**src/rtl/fb_access_arbiter_if.sv**
```systemverilog
// Custom-instruction handshake between the NIOS core and the frame-buffer
// arbiter: a start/done pair with two operand words and one status word.
`timescale 1ns/1ps

interface fb_access_arbiter_if;
   logic        start;
   logic [31:0] dataa;
   logic [31:0] datab;
   logic        done;
   logic [31:0] result;

   // NIOS side: issues commands and waits for completion
   modport master (
      output start,
      output dataa,
      output datab,
      input  done,
      input  result
   );

   // Arbiter side: accepts commands and reports status
   modport slave (
      input  start,
      input  dataa,
      input  datab,
      output done,
      output result
   );
endinterface

```
**src/rtl/fb_access_arbiter.sv**
```systemverilog
// Frame-buffer access arbiter: shares one 4096x1 RAM between the fixed-timing
// VGA scan-out reader (always wins) and the NIOS custom-instruction writer,
// which drops 32 pixel bits into the buffer only while the scan is outside
// the image window.
`timescale 1ns/1ps

module fb_access_arbiter #(
   parameter int ADDR_W = 12,
   parameter int WORD_W = 32,
   parameter int IMG_W  = 64,
   parameter int IMG_H  = 64
) (
   input  logic              clk,
   input  logic              reset,
   fb_access_arbiter_if.slave ci,
   input  logic [9:0]        counter_x,
   input  logic [9:0]        counter_y,
   input  logic              in_display_area,
   output logic [ADDR_W-1:0] ram_addr,
   output logic              ram_data,
   output logic              ram_wren,
   input  logic              ram_q,
   output logic              pixel_bit,
   output logic              pixel_valid
);

   localparam int XW    = $clog2(IMG_W);
   localparam int YW    = $clog2(IMG_H);
   localparam int IDX_W = $clog2(WORD_W);

   localparam logic [9:0]        IMG_W_C  = 10'(IMG_W);
   localparam logic [9:0]        IMG_H_C  = 10'(IMG_H);
   localparam logic [ADDR_W-1:0] MAX_BASE = ADDR_W'(IMG_W * IMG_H - WORD_W);
   localparam logic [IDX_W-1:0]  IDX_LAST = IDX_W'(WORD_W - 1);
   localparam logic [7:0]        BITS_ALL = 8'(WORD_W);

   typedef enum logic [1:0] {
      IDLE,
      CHECK,
      WRITE,
      DONE
   } state_t;

   state_t state;
   state_t state_next;

   logic              start_q;
   logic [ADDR_W-1:0] base;
   logic              hi_err;
   logic [WORD_W-1:0] data;
   logic [IDX_W-1:0]  idx;
   logic [15:0]       stall;
   logic              win_q;

   logic              win;
   logic              accept;
   logic              range_bad;
   logic              write_now;
   logic [ADDR_W-1:0] scan_addr;

   // The scan address is rebuilt from the counters every cycle, so it can
   // never drift from the raster even after a reset in mid-frame.
   assign win       = in_display_area && (counter_x < IMG_W_C) && (counter_y < IMG_H_C);
   assign scan_addr = ADDR_W'({counter_y[YW-1:0], counter_x[XW-1:0]});
   assign accept    = ci.start && !start_q && (state == IDLE);
   assign range_bad = hi_err || (base > MAX_BASE);
   assign write_now = (state == WRITE) && !win;

   // State register; reset abandons any write in progress without a done pulse
   always_ff @(posedge clk or negedge reset) begin
      if (!reset) begin
         state <= IDLE;
      end else begin
         state <= state_next;
      end
   end

   // Next-state logic and the RAM port mux; the scan read always wins the port
   always_comb begin
      state_next = state;
      ram_addr   = scan_addr;
      ram_data   = 1'b0;
      ram_wren   = 1'b0;
      ci.done    = (state == DONE);

      if (write_now) begin
         ram_addr = base + ADDR_W'(idx);
         ram_data = data[idx];
         ram_wren = 1'b1;
      end

      case (state)
         IDLE: begin
            if (accept) begin
               state_next = CHECK;
            end
         end
         CHECK: begin
            state_next = range_bad ? DONE : WRITE;
         end
         WRITE: begin
            if (write_now && (idx == IDX_LAST)) begin
               state_next = DONE;
            end
         end
         DONE: begin
            state_next = IDLE;
         end
         default: begin
            state_next = IDLE;
         end
      endcase
   end

   // Command capture, bit index and stall counting for the write sequence
   always_ff @(posedge clk or negedge reset) begin
      if (!reset) begin
         start_q <= 1'b0;
         base    <= '0;
         hi_err  <= 1'b0;
         data    <= '0;
         idx     <= '0;
         stall   <= '0;
      end else begin
         start_q <= ci.start;
         case (state)
            IDLE: begin
               if (accept) begin
                  base   <= ci.dataa[ADDR_W-1:0];
                  hi_err <= |ci.dataa[31:ADDR_W];
                  data   <= ci.datab;
                  idx    <= '0;
                  stall  <= '0;
               end
            end
            WRITE: begin
               if (win) begin
                  if (stall != 16'hFFFF) begin
                     stall <= stall + 16'd1;
                  end
               end else if (idx != IDX_LAST) begin
                  idx <= idx + IDX_W'(1);
               end
            end
            default: begin
            end
         endcase
      end
   end

   // Status word is captured on the way into DONE and then held; range_bad is
   // only ever true when arriving from CHECK, so it doubles as the error flag
   always_ff @(posedge clk or negedge reset) begin
      if (!reset) begin
         ci.result <= '0;
      end else if ((state_next == DONE) && (state != DONE)) begin
         ci.result <= {stall, (range_bad ? 8'h00 : BITS_ALL), 7'b0, range_bad};
      end
   end

   // Scan-out pipeline: RAM read takes one cycle, the output register a second
   always_ff @(posedge clk or negedge reset) begin
      if (!reset) begin
         win_q       <= 1'b0;
         pixel_valid <= 1'b0;
         pixel_bit   <= 1'b0;
      end else begin
         win_q       <= win;
         pixel_valid <= win_q;
         pixel_bit   <= ram_q;
      end
   end

endmodule

```
**src/flat_wrapper.sv**
```systemverilog
// flat-port wrapper written by rule: the top's interface ports become plain ports
module fb_access_arbiter_flat 
#(
   parameter int ADDR_W = 12,
   parameter int WORD_W = 32,
   parameter int IMG_W  = 64,
   parameter int IMG_H  = 64
)
  (clk, reset, counter_x, counter_y, in_display_area, ram_addr, ram_data, ram_wren, ram_q, pixel_bit, pixel_valid, ci_start, ci_dataa, ci_datab, ci_done, ci_result);
  fb_access_arbiter_if ci_i ();
  input  logic clk;
  input  logic reset;
  input  logic [9:0] counter_x;
  input  logic [9:0] counter_y;
  input  logic in_display_area;
  output logic [ADDR_W-1:0] ram_addr;
  output logic ram_data;
  output logic ram_wren;
  input  logic ram_q;
  output logic pixel_bit;
  output logic pixel_valid;
  input wire logic [$bits(ci_i.start)-1:0] ci_start;
  input wire logic [$bits(ci_i.dataa)-1:0] ci_dataa;
  input wire logic [$bits(ci_i.datab)-1:0] ci_datab;
  output wire logic [$bits(ci_i.done)-1:0] ci_done;
  output wire logic [$bits(ci_i.result)-1:0] ci_result;
  assign ci_i.start = ci_start;
  assign ci_i.dataa = ci_dataa;
  assign ci_i.datab = ci_datab;
  assign ci_done = ci_i.done;
  assign ci_result = ci_i.result;
  fb_access_arbiter #(.ADDR_W(ADDR_W), .WORD_W(WORD_W), .IMG_W(IMG_W), .IMG_H(IMG_H)) u_core (.clk(clk), .reset(reset), .ci(ci_i), .counter_x(counter_x), .counter_y(counter_y), .in_display_area(in_display_area), .ram_addr(ram_addr), .ram_data(ram_data), .ram_wren(ram_wren), .ram_q(ram_q), .pixel_bit(pixel_bit), .pixel_valid(pixel_valid));
endmodule
```
**config.mk**
```make
export PLATFORM = sky130hd
export DESIGN_NAME = fb_access_arbiter_flat
export DESIGN_NICKNAME = d
export VERILOG_FILES = /design/src/rtl/fb_access_arbiter_if.sv /design/src/rtl/fb_access_arbiter.sv /design/src/flat_wrapper.sv
export SDC_FILE = /design/constraint.sdc
export NUM_CORES = 1
export LEC_CHECK = 0
export ABC_AREA = 1
export BUFFER_PORTS_ARGS = -buffer_cell sky130_fd_sc_hd__buf_4
export CORE_MARGIN = 3
export CORE_UTILIZATION = 50
export CTS_CLUSTER_DIAMETER = 80
export CTS_CLUSTER_SIZE = 24
export DETAILED_ROUTE_END_ITERATION = 6
export GPL_TIMING_DRIVEN = 1
export PLACE_DENSITY = 0.86
export SLEW_MARGIN = 20
export SYNTH_ARGS = -nofsm -noshare
export SYNTH_HDL_FRONTEND = slang
export SYNTH_SLANG_ARGS = --single-unit
```
**constraint.sdc**
```tcl
create_clock -name clk -period 1.9 [get_ports clk]
set_input_delay 0.095 -clock clk [delete_from_list [all_inputs] [get_ports clk]]
set_output_delay 0.095 -clock clk [all_outputs]
set_load 0.005 [all_outputs]
```
==> impl_metrics.ini, run 1 <==
[sta]
setup-tns-final_ns = -7.18
fin_crit_ns = 2.37
finalCritPeriodShare_pct = 125
finalClockSkew_ns = 0.0143
setup_viol = 33
fin_ws_ns = -0.467
holdWs_ns = 0.0279
max_freq_mhz = 422
rsz0062_at_grt = yes
maxSlewViolCount = 0
final_hold_viol_count = 0

[logic_synthesis]
synthesis.area_mm2 = 0.00501
ys_top_cells_by_area = dfrtp_1 (45%), nand2_1 (22%), nand3_1 (4.7%)
synth_top_area_share_pct = 44.9
yosysUniqueCellTypes = 36
synthCells = 655
yosysTopAreaCell = dfrtp_1
synth-seq-cells = 90
synth_ff_type = dfrtp_1
synth_edf_count = 0
syn_area_per_cell_um2 = 7.65
async_reset_ff_share_pct = 100
yosysSeqAreaShare_pct = 44.9
yosysWarnings = 0
post-synth-top-count-cell = nand2_1
yosys-top-cells-count = nand2_1 (288), dfrtp_1 (90), nand3_1 (47), nor2_1 (34), inv_1 (32)

[setup_path]
r2r_cells = 12
rrSetupSlack_ns = -0.25
path_cells = ha_4 > nand2_1 > nand3_4 > nand2_4 > a21oi_4 > nand3_1 > a31oi_1 > buf_4
crit_fanout = 5
r2r_start = u_core.idx[0]
start_kind = register
worstReg2RegEnd = u_core.ci.result[18]
critPathCaptureType = output port
cp.arrival_ns = 2.27
slowest_delay_ns = 0.47
critPathSlowestCell = dfrtp_1
critPathRequiredTime_ns = 1.80
worst-setup-path-type = reg -> out

[global_route]
grt_overflow = 0
track_usage_pct = 24.9
grt_pass1_vias = 4935
grt_max_degree = 57
grt_pass1_wl_um = 23000
antenna_found_initial = 0

[detailed_routing]
top_layer = met4
drt-vias-per-instance = 5.41
drt_drc_violations_left = 0
route.met3.wl_um = 1210
firstDrtPassIters = 5
drt-total-wl_um = 15200
drt_iter0_markers = 441
dr_wl_met2_um = 7560
num_vias = 5299
wire_per_inst_um = 15.5
ant_nets = 0
routedLengthMet1_um = 5850

[power_and_ir_drop]
powerDensity_mw_per_mm2 = 1230
p_leak_nw = 3.66
ir_drop_uv = 628

[floorplan]
start_util_pct = 52.7
core_mm2 = 0.00950
die_area_mm2 = 0.0113
die_h_um = 106
rows = 35
pin_count = 138
dieWidth_um = 106

[clocking]
clkSlewWorstSetupHoldPaths_ns = 0.10
numCtsBuffers = 9
root_buffer = clkbuf_8
clk_latency_ns = 0.37
clk_path_buf_depth = 2
tritoncts = built
clock_sinks = 90
htreeDepth = 3

[finish]
syn2layout_area_growth_pct = 41.3
num_antenna_cells = 0
drive_above_1_share_pct = 27.6
instances_no_fill = 980
final_nets = 949

[min_path]
hold_path.class = in -> reg
holdPathStages = 5
min_to = u_core.hi_err
min_from = ci_dataa[18]

[status]
status = finished, violations left
violations = negative setup slack

[job]
cap_violations = 0

[placement]
gp_congestion = 0.893
place.detailed.hpwl_um = 8820
placedCellCount = 900
portBuffers = 123
registers in the layout, indices dropped and copies added (netlist names):
name and flops:
u_core.ci.result 18, u_core.win_q 1, u_core.stall 16, u_core.state 2
u_core.data 32, u_core.pixel_valid 1, u_core.start_q 1, u_core.idx 5
u_core.hi_err 1, u_core.base 12, u_core.pixel_bit 1
per-stage QoR:
step / total power [W] / setup WS, ns / util (%) / instance area [um^2]
floorplan: 0.00525 / 0.137 / - / 5060
global placement: 0.00632 / -0.0178 / 63.9 / 6080
detailed placement: 0.00648 / -0.138 / 63.9 / 6080
CTS: 0.00821 / -0.280 / 72.8 / 6920
global route: 0.00927 / -0.505 / 74.5 / 7080
finish: 0.00871 / -0.467 / 74.5 / 7080
logic make-up after synthesis:
family / synth area share (%)
xor gates and xnor gates: 2.80
DFF: 44.9
AOI/OAI and AO/OA: 4.47
other: 0.0748
adders and majority gates: 3.65
buffers and inverters: 7.54
and+or+nand+nor: 36.5
metal layers:
layer	vias up	global-route usage (%)
met3	76	4.98
li1	2444	-
met1	2475	31.2
met2	304	43.8
met5	-	0
met4	0	7.03
timing repair:
item,CTS,global route
hold endpoints to repair,80,0
gates resized for setup,33,24
endpoints found under the setup margin,37,53
setup buffers,8,10
hold buffers,47,0
gates cloned,0,0
pin swaps,10,11
critical path, delay by kind of cell (launching register included):
family	cells	cell delay, ns
simple gates	4	0.42
flops	1	0.47
fa+ha+maj	1	0.34
buf+inv	1	0.17
compound gates	2	0.51
area by class of cell:
type	count	area, um^2
multi-input cells	502	2600
fillers	625	2420
flip-flops and latches	90	2260
repair buffers	207	1720
well taps	129	161
inverters	36	144
clock buffers	10	128
clock inverters	6	73.8
worst max-delay path by stage:
stage,startpoint,endpoint,cells after the start
floorplan,u_core.idx[0],ram_addr[6],8
global placement,u_core.idx[0],ram_addr[6],9
detailed placement,u_core.idx[0],u_core.idx[0],9
CTS,u_core.idx[0],ram_addr[10],10
global route,u_core.idx[0],ram_addr[10],10
finish,u_core.base[3],ram_addr[10],8
power breakdown:
part	total [W]	switching, W	internal (W)
clock	0.00137	0.000745	0.000625
sequential	0.00295	0.000484	0.00247
combinational	0.00439	0.00257	0.00182
total	0.00871	0.00379	0.00492
cell usage in the layout (no fill, tap or decap), types with 5 or more instances in the layout:
master	n
a21oi_1	7
buf_4	151
buf_6	7
clkbuf_8	9
conb_1	14
dfrtp_1	87
dlygate4sd3_1	47
ha_1	7
inv_1	29
nand2_1	281
nand2_2	10
nand2_4	5
nand3_1	43
nand3_2	6
nand4_1	21
nor2_1	34
nor4_1	5
o21ai_0	8
o21ai_1	6
o21ai_2	5
xnor2_1	6
xor2_1	9
Power figures use the tool's default switching activity.
==> run 2, diff against run 1 <==
CELL_PAD_IN_SITES_DETAIL_PLACEMENT = 0   (was not set)
CELL_PAD_IN_SITES_GLOBAL_PLACEMENT = 1   (was not set)
CORE_UTILIZATION = 38   (was 50)
PLACE_DENSITY = 0.9   (was 0.86)
clock period = 2.45 ns   (was 1.9 ns; I/O delays follow)
==> run 2 against run 1 <==
Effect of this change: the run now ends clean; hold slack got worse by 0.025 ns; routed wire length fell by 18%; critical path depth rose by 1; critical endpoint is now ram_addr[6]; largest cell class unchanged; largest power group unchanged.
==> impl_metrics.ini, run 2 (synthesis results as in run 1) <==
[sta]
finalClockSkew_ns = 0.00588
maxSlewViolCount = 0
holdWs_ns = 0.00261
final_hold_viol_count = 0
setup-tns-final_ns = 0
tightest_slew_ns = 0.643
fin_crit_ns = 2.33
setup_viol = 0
finalCritPeriodShare_pct = 95.1
max_freq_mhz = 429
relSlewSlack_pct = 57.1

[power_and_ir_drop]
seqPwrFrac_pct = 35.9
combPwrFrac_pct = 43.5
ir_drop_uv = 429
p_leak_nw = 3.52
internal_power_w = 0.00367
switchingPower_w = 0.00257
p_clk_share_pct = 20.5
p_total_w = 0.00624
powerDensity_mw_per_mm2 = 922
switching_share_pct = 41.1

[finish]
top_regs = u_core.data (32), u_core.ci.result (18), u_core.stall (16)
regArea_mm2 = 0.00225
largest_reg_flops = 32
final_cell_mix = nand2_1 (288), buf_4 (135), dfrtp_1 (89)
top_register = u_core.data
drive_above_1_share_pct = 22.5
final_nets = 921
num_antenna_cells = 0
syn2layout_area_growth_pct = 35.2
fill_cells = 1199
layout_commonest_cell = nand2_1
final_cell_area_mm2 = 0.00677
multi_input_area_mm2 = 0.00244

[clocking]
numCtsBuffers = 9
clk_latency_ns = 0.35
htreeDepth = 3
clkSlewWorstSetupHoldPaths_ns = 0.06
tritoncts = built
postCtsSetupBuffers = 0
clk_path_buf_depth = 2
clock_sinks = 90
root_buffer = clkbuf_16

[min_path]
min_to = u_core.base[0]
hold_path.class = in -> reg
holdPathStages = 3
min_from = ci_dataa[0]

[global_route]
grt_max_degree = 52
grt_overflow = 0
grt_pass1_vias = 4413
antenna_found_initial = 0
grt_pass1_wl_um = 20600
track_usage_pct = 17.5

[floorplan]
start_util_pct = 39.2
core_mm2 = 0.0128
rows = 41
dieWidth_um = 121
pin_count = 138
die_h_um = 121
die_area_mm2 = 0.0146

[setup_path]
r2r_start = u_core.idx[0]
critPathRequiredTime_ns = 2.33
slowest_delay_ns = 0.41
worstReg2RegEnd = u_core.ci.result[28]
cp.arrival_ns = 2.21
rrSetupSlack_ns = 0.36
critPathSlowestCell = fa_1
path_cells = ha_1 > fa_1 > nand3_1 > nand3_1 > nand2_1 > a21oi_2 > xnor2_1 > o21ai_0 > buf_4
cp_num_cells = 9
critPathCaptureType = output port
crit_fanout = 5
start_kind = register
r2r_cells = 12
cpMostUsedCell = nand3_1
cp_num_buf_inv = 1
worst-setup-path-type = reg -> out
cp_top_family = adder cells

[placement]
gp_congestion = 0.873
place.detailed.hpwl_um = 9160
dpl_cell_area_mm2 = 0.00605
portBuffers = 123

[detailed_routing]
firstDrtPassIters = 4
ant_nets = 0
num_vias = 4703
drt_drc_violations_left = 0
wire_per_inst_um = 12.6
drt-total-wl_um = 12500
drt-vias-per-instance = 4.73
drt_iter0_markers = 224

[job]
cap_violations = 0

[status]
status = finished, final reports clean
run 2: cell count changes in the layout (fill, tap and decap cells not counted), moves of 6 or more:
cell	before	now
o21ai_1	6	0
clkbuf_16	0	9
buf_4	151	135
clkbuf_8	9	0
nand2_1	281	288
buf_6	7	0
o21ai_0	8	15
ha_1	7	13
run 2: area by class of cell:
| class | count | area share, % |
|---|---|---|
| flip-flops and latches | 90 | 33.3 |
| clock inverters | 7 | 0.665 |
| clock buffers | 9 | 3.33 |
| inverters | 36 | 2.11 |
| repair buffers | 179 | 21.5 |
| well taps | 172 | 3.18 |
| multi-input cells | 502 | 36.0 |
run 2: worst min-delay path: cells and delay by family:
| family | cells | cell delay, ns |
|---|---|---|
| buffers and inverters | 1 | 0.08 |
| AND/OR/NAND/NOR | 2 | 0.12 |
run 2: metrics by stage:
stage	utilization (%)	std cells	worst slack, ns
after floorplan	-	668	0.660
after global placement	47.3	935	0.411
after detailed placement	47.3	935	0.345
after CTS	52.9	995	0.0174
after global routing	53.0	995	-0.00301
final	53.0	995	0.120
run 2: how the worst max path moves through the flow:
stage,from,endpoint,slack [ns]
2_1_floorplan,u_core.idx[0],ram_addr[6],0.66
3_3_place_gp,u_core.idx[2],ram_addr[10],0.41
3_5_place_dp,u_core.idx[2],ram_addr[9],0.35
4_1_cts,u_core.idx[4],ram_addr[9],0.02
5_1_grt,u_core.idx[2],ram_addr[10],-0.003
6_report,u_core.base[0],ram_addr[6],0.12
run 2: timing repair:
| item | CTS | global route |
|---|---|---|
| gates cloned | 0 | 0 |
| endpoints found under the setup margin | 2 | 8 |
| endpoints found under the hold margin | 88 | 0 |
| gates resized for setup | 1 | 5 |
| hold buffers | 44 | 0 |
run 2: routing by layer:
metal | share of wire [%] | global-route usage (%) | up-vias | wire length (um)
li1 | - | - | 2396 | -
met5 | 0 | 0 | - | 0
met4 | 1.0 | 6.09 | 0 | 125
met3 | 5.3 | 2.99 | 9 | 665
met2 | 48 | 29.0 | 124 | 6050
met1 | 45 | 23.0 | 2174 | 5680
run 2: power groups by stage:
stage	Sequential, W	Clock [W]	Combinational, W
2_1_floorplan	0.00216	0	0.00191
4_1_cts	0.00224	0.00132	0.00273
6_report	0.00224	0.00128	0.00272
3_5_place_dp	0.00226	0	0.00267
5_1_grt	0.00229	0.00137	0.00309
3_3_place_gp	0.00225	0	0.00259
==> run 3, diff against run 2 <==
==> constraint.sdc (replaced) <==
create_clock -name clk -period 2.45 [get_ports clk]
set_input_delay 0.49 -clock clk [delete_from_list [all_inputs] [get_ports clk]]
set_output_delay 0.49 -clock clk [all_outputs]
set_load 0.005 [all_outputs]
==> run 3 against run 2 <==
Effect of this change: the run now ends with negative setup slack left; cell count decreased by 3.7%; die area unchanged; combinational power increased by 4%; critical path depth unchanged; design area decreased by 4.0%; clock power increased by 3%; routed wire length decreased by 1.5%; sequential cell count unchanged; fmax decreased by 8.7%; critical path type unchanged; critical endpoint unchanged; largest power group unchanged.
==> impl_metrics.ini, run 3 (synthesis results as in run 1) <==
[status]
status = finished, violations left
violations = negative setup slack

[detailed_routing]
wire_per_inst_um = 12.9
drt-vias-per-instance = 4.75
ant_nets = 0
drt-total-wl_um = 12300
firstDrtPassIters = 4
num_vias = 4553
drt_iter0_markers = 231
drt_drc_violations_left = 0

[sta]
fin_crit_ns = 2.55
maxSlewViolCount = 0
finalClockSkew_ns = 0.00874
setup-tns-final_ns = -0.285
max_freq_mhz = 392
tightest_slew_ns = 0.618
setup_viol = 3
relSlewSlack_pct = 58.8
rsz0062_at_grt = yes
fin_ws_ns = -0.102
finalCritPeriodShare_pct = 104
final_hold_viol_count = 0

[global_route]
antenna_found_initial = 0
grt_pass1_vias = 4307
grt_pass1_wl_um = 20200
grt_max_degree = 52
track_usage_pct = 17.2
grt_overflow = 0

[finish]
syn2layout_area_growth_pct = 29.7
top_register = u_core.data
drive_above_1_share_pct = 26.1
num_antenna_cells = 0
final_cell_mix = nand2_1 (286), buf_4 (139), dfrtp_1 (89)
layout_commonest_cell = nand2_1
final_nets = 884
postLayoutCoreUtil_pct = 50.9
largest_reg_flops = 32
top_regs = u_core.data (32), u_core.ci.result (18), u_core.stall (16)

[clocking]
clk_path_buf_depth = 2
tritoncts = built
clkSlewWorstSetupHoldPaths_ns = 0.07
holdBufCountCts = 0
clk_latency_ns = 0.35
htreeDepth = 3
numCtsBuffers = 9
clock_sinks = 90
root_buffer = clkbuf_16

[power_and_ir_drop]
seqPwrFrac_pct = 35.0
internal_power_w = 0.00376
powerDensity_mw_per_mm2 = 986
combPwrFrac_pct = 44.3
switchingPower_w = 0.00265
p_leak_nw = 3.38
p_clk_share_pct = 20.6
switching_share_pct = 41.3
ir_drop_uv = 590

[placement]
portBuffers = 123
gp_congestion = 0.866
place.detailed.hpwl_um = 9090
place_ws_ns = 0.0847

[setup_path]
crit_fanout = 5
critPathCaptureType = output port
worst-setup-path-type = reg -> out
cp.arrival_ns = 2.06
critPathRequiredTime_ns = 1.96
start_kind = register

[floorplan]
core_mm2 = 0.0128
die_h_um = 121
start_util_pct = 39.2
dieWidth_um = 121
pin_count = 138
rows = 41
die_area_mm2 = 0.0146

[job]
cap_violations = 0

[min_path]
hold_path.class = in -> async
==> run 3: path summary, 6_finish.rpt <==
kind                                 from                   end  slack [ns]  depth (start not counted)
setup / recovery           u_core.base[0]           ram_addr[6]       -0.10                          9
hold / removal                      reset  u_core.ci.result[24]        0.15                          1
setup reg to reg            u_core.idx[1]  u_core.ci.result[20]        0.34                         12
hold reg to reg              u_core.win_q    u_core.pixel_valid        0.36                          0
max in group asynchronous           reset       u_core.data[28]        1.67                          2
min in group clk                    ram_q      u_core.pixel_bit        0.25                          1
==> run 3: repair_timing <==
action                     4_1_cts  5_1_grt
setup endpoints to repair       10       10
gates cloned                     0        1
pin swaps                        2        4
hold endpoints to repair         0        0
resized for setup               17       11
setup buffers                    3        2
==> run 3: metrics by stage <==
step / cells / total power, W / cell area (um^2) / hold WS [ns]
2_1_floorplan: 668 / 0.00407 / 5060 / 0.194
3_3_place_gp: 936 / 0.00485 / 6070 / 0.335
3_5_place_dp: 936 / 0.00493 / 6070 / 0.347
4_1_cts: 955 / 0.00638 / 6440 / 0.163
5_1_grt: 958 / 0.00694 / 6500 / 0.195
6_report: 958 / 0.00641 / 6500 / 0.151
==> run 3: power by group through the flow <==
stage | registers (W) | clock network [W] | logic (W)
after floorplan | 0.00216 | 0 | 0.00191
after detailed placement | 0.00224 | 0 | 0.00269
final | 0.00225 | 0.00132 | 0.00284
after global routing | 0.00230 | 0.00142 | 0.00322
after CTS | 0.00223 | 0.00136 | 0.00279
after global placement | 0.00224 | 0 | 0.00262
==> run 3: routing by layer <==
metal	share of wire [%]	vias up	track usage [%]	wire length, um
li1	-	2316	-	-
met1	45	2092	23.0	5570
met2	47	125	27.1	5800
met3	5.9	20	4.21	725
met4	2.0	0	6.09	241
met5	0	-	0	0
==> run 3: area by class of cell <==
type / count / area (um^2)
Timing Repair Buffer: 141 / 1070
Timing Repair inverter: 1 / 7.51
Fill cell: 1229 / 6270
Clock buffer: 10 / 239
Inverter: 36 / 144
Clock inverter: 6 / 50.0
Multi-Input combinational cell: 502 / 2520
Tap cell: 172 / 215
Sequential cell: 90 / 2250
==> run 3: worst max-delay path: stages (launching register included) <==
cell and delay, ns:
dfrtp_1 0.39, ha_2 0.20, fa_2 0.36, nand3_2 0.10, nand3_2 0.08, nand2_2 0.11
a21oi_4 0.08, xnor2_1 0.13, o21ai_1 0.13, buf_4 0.12
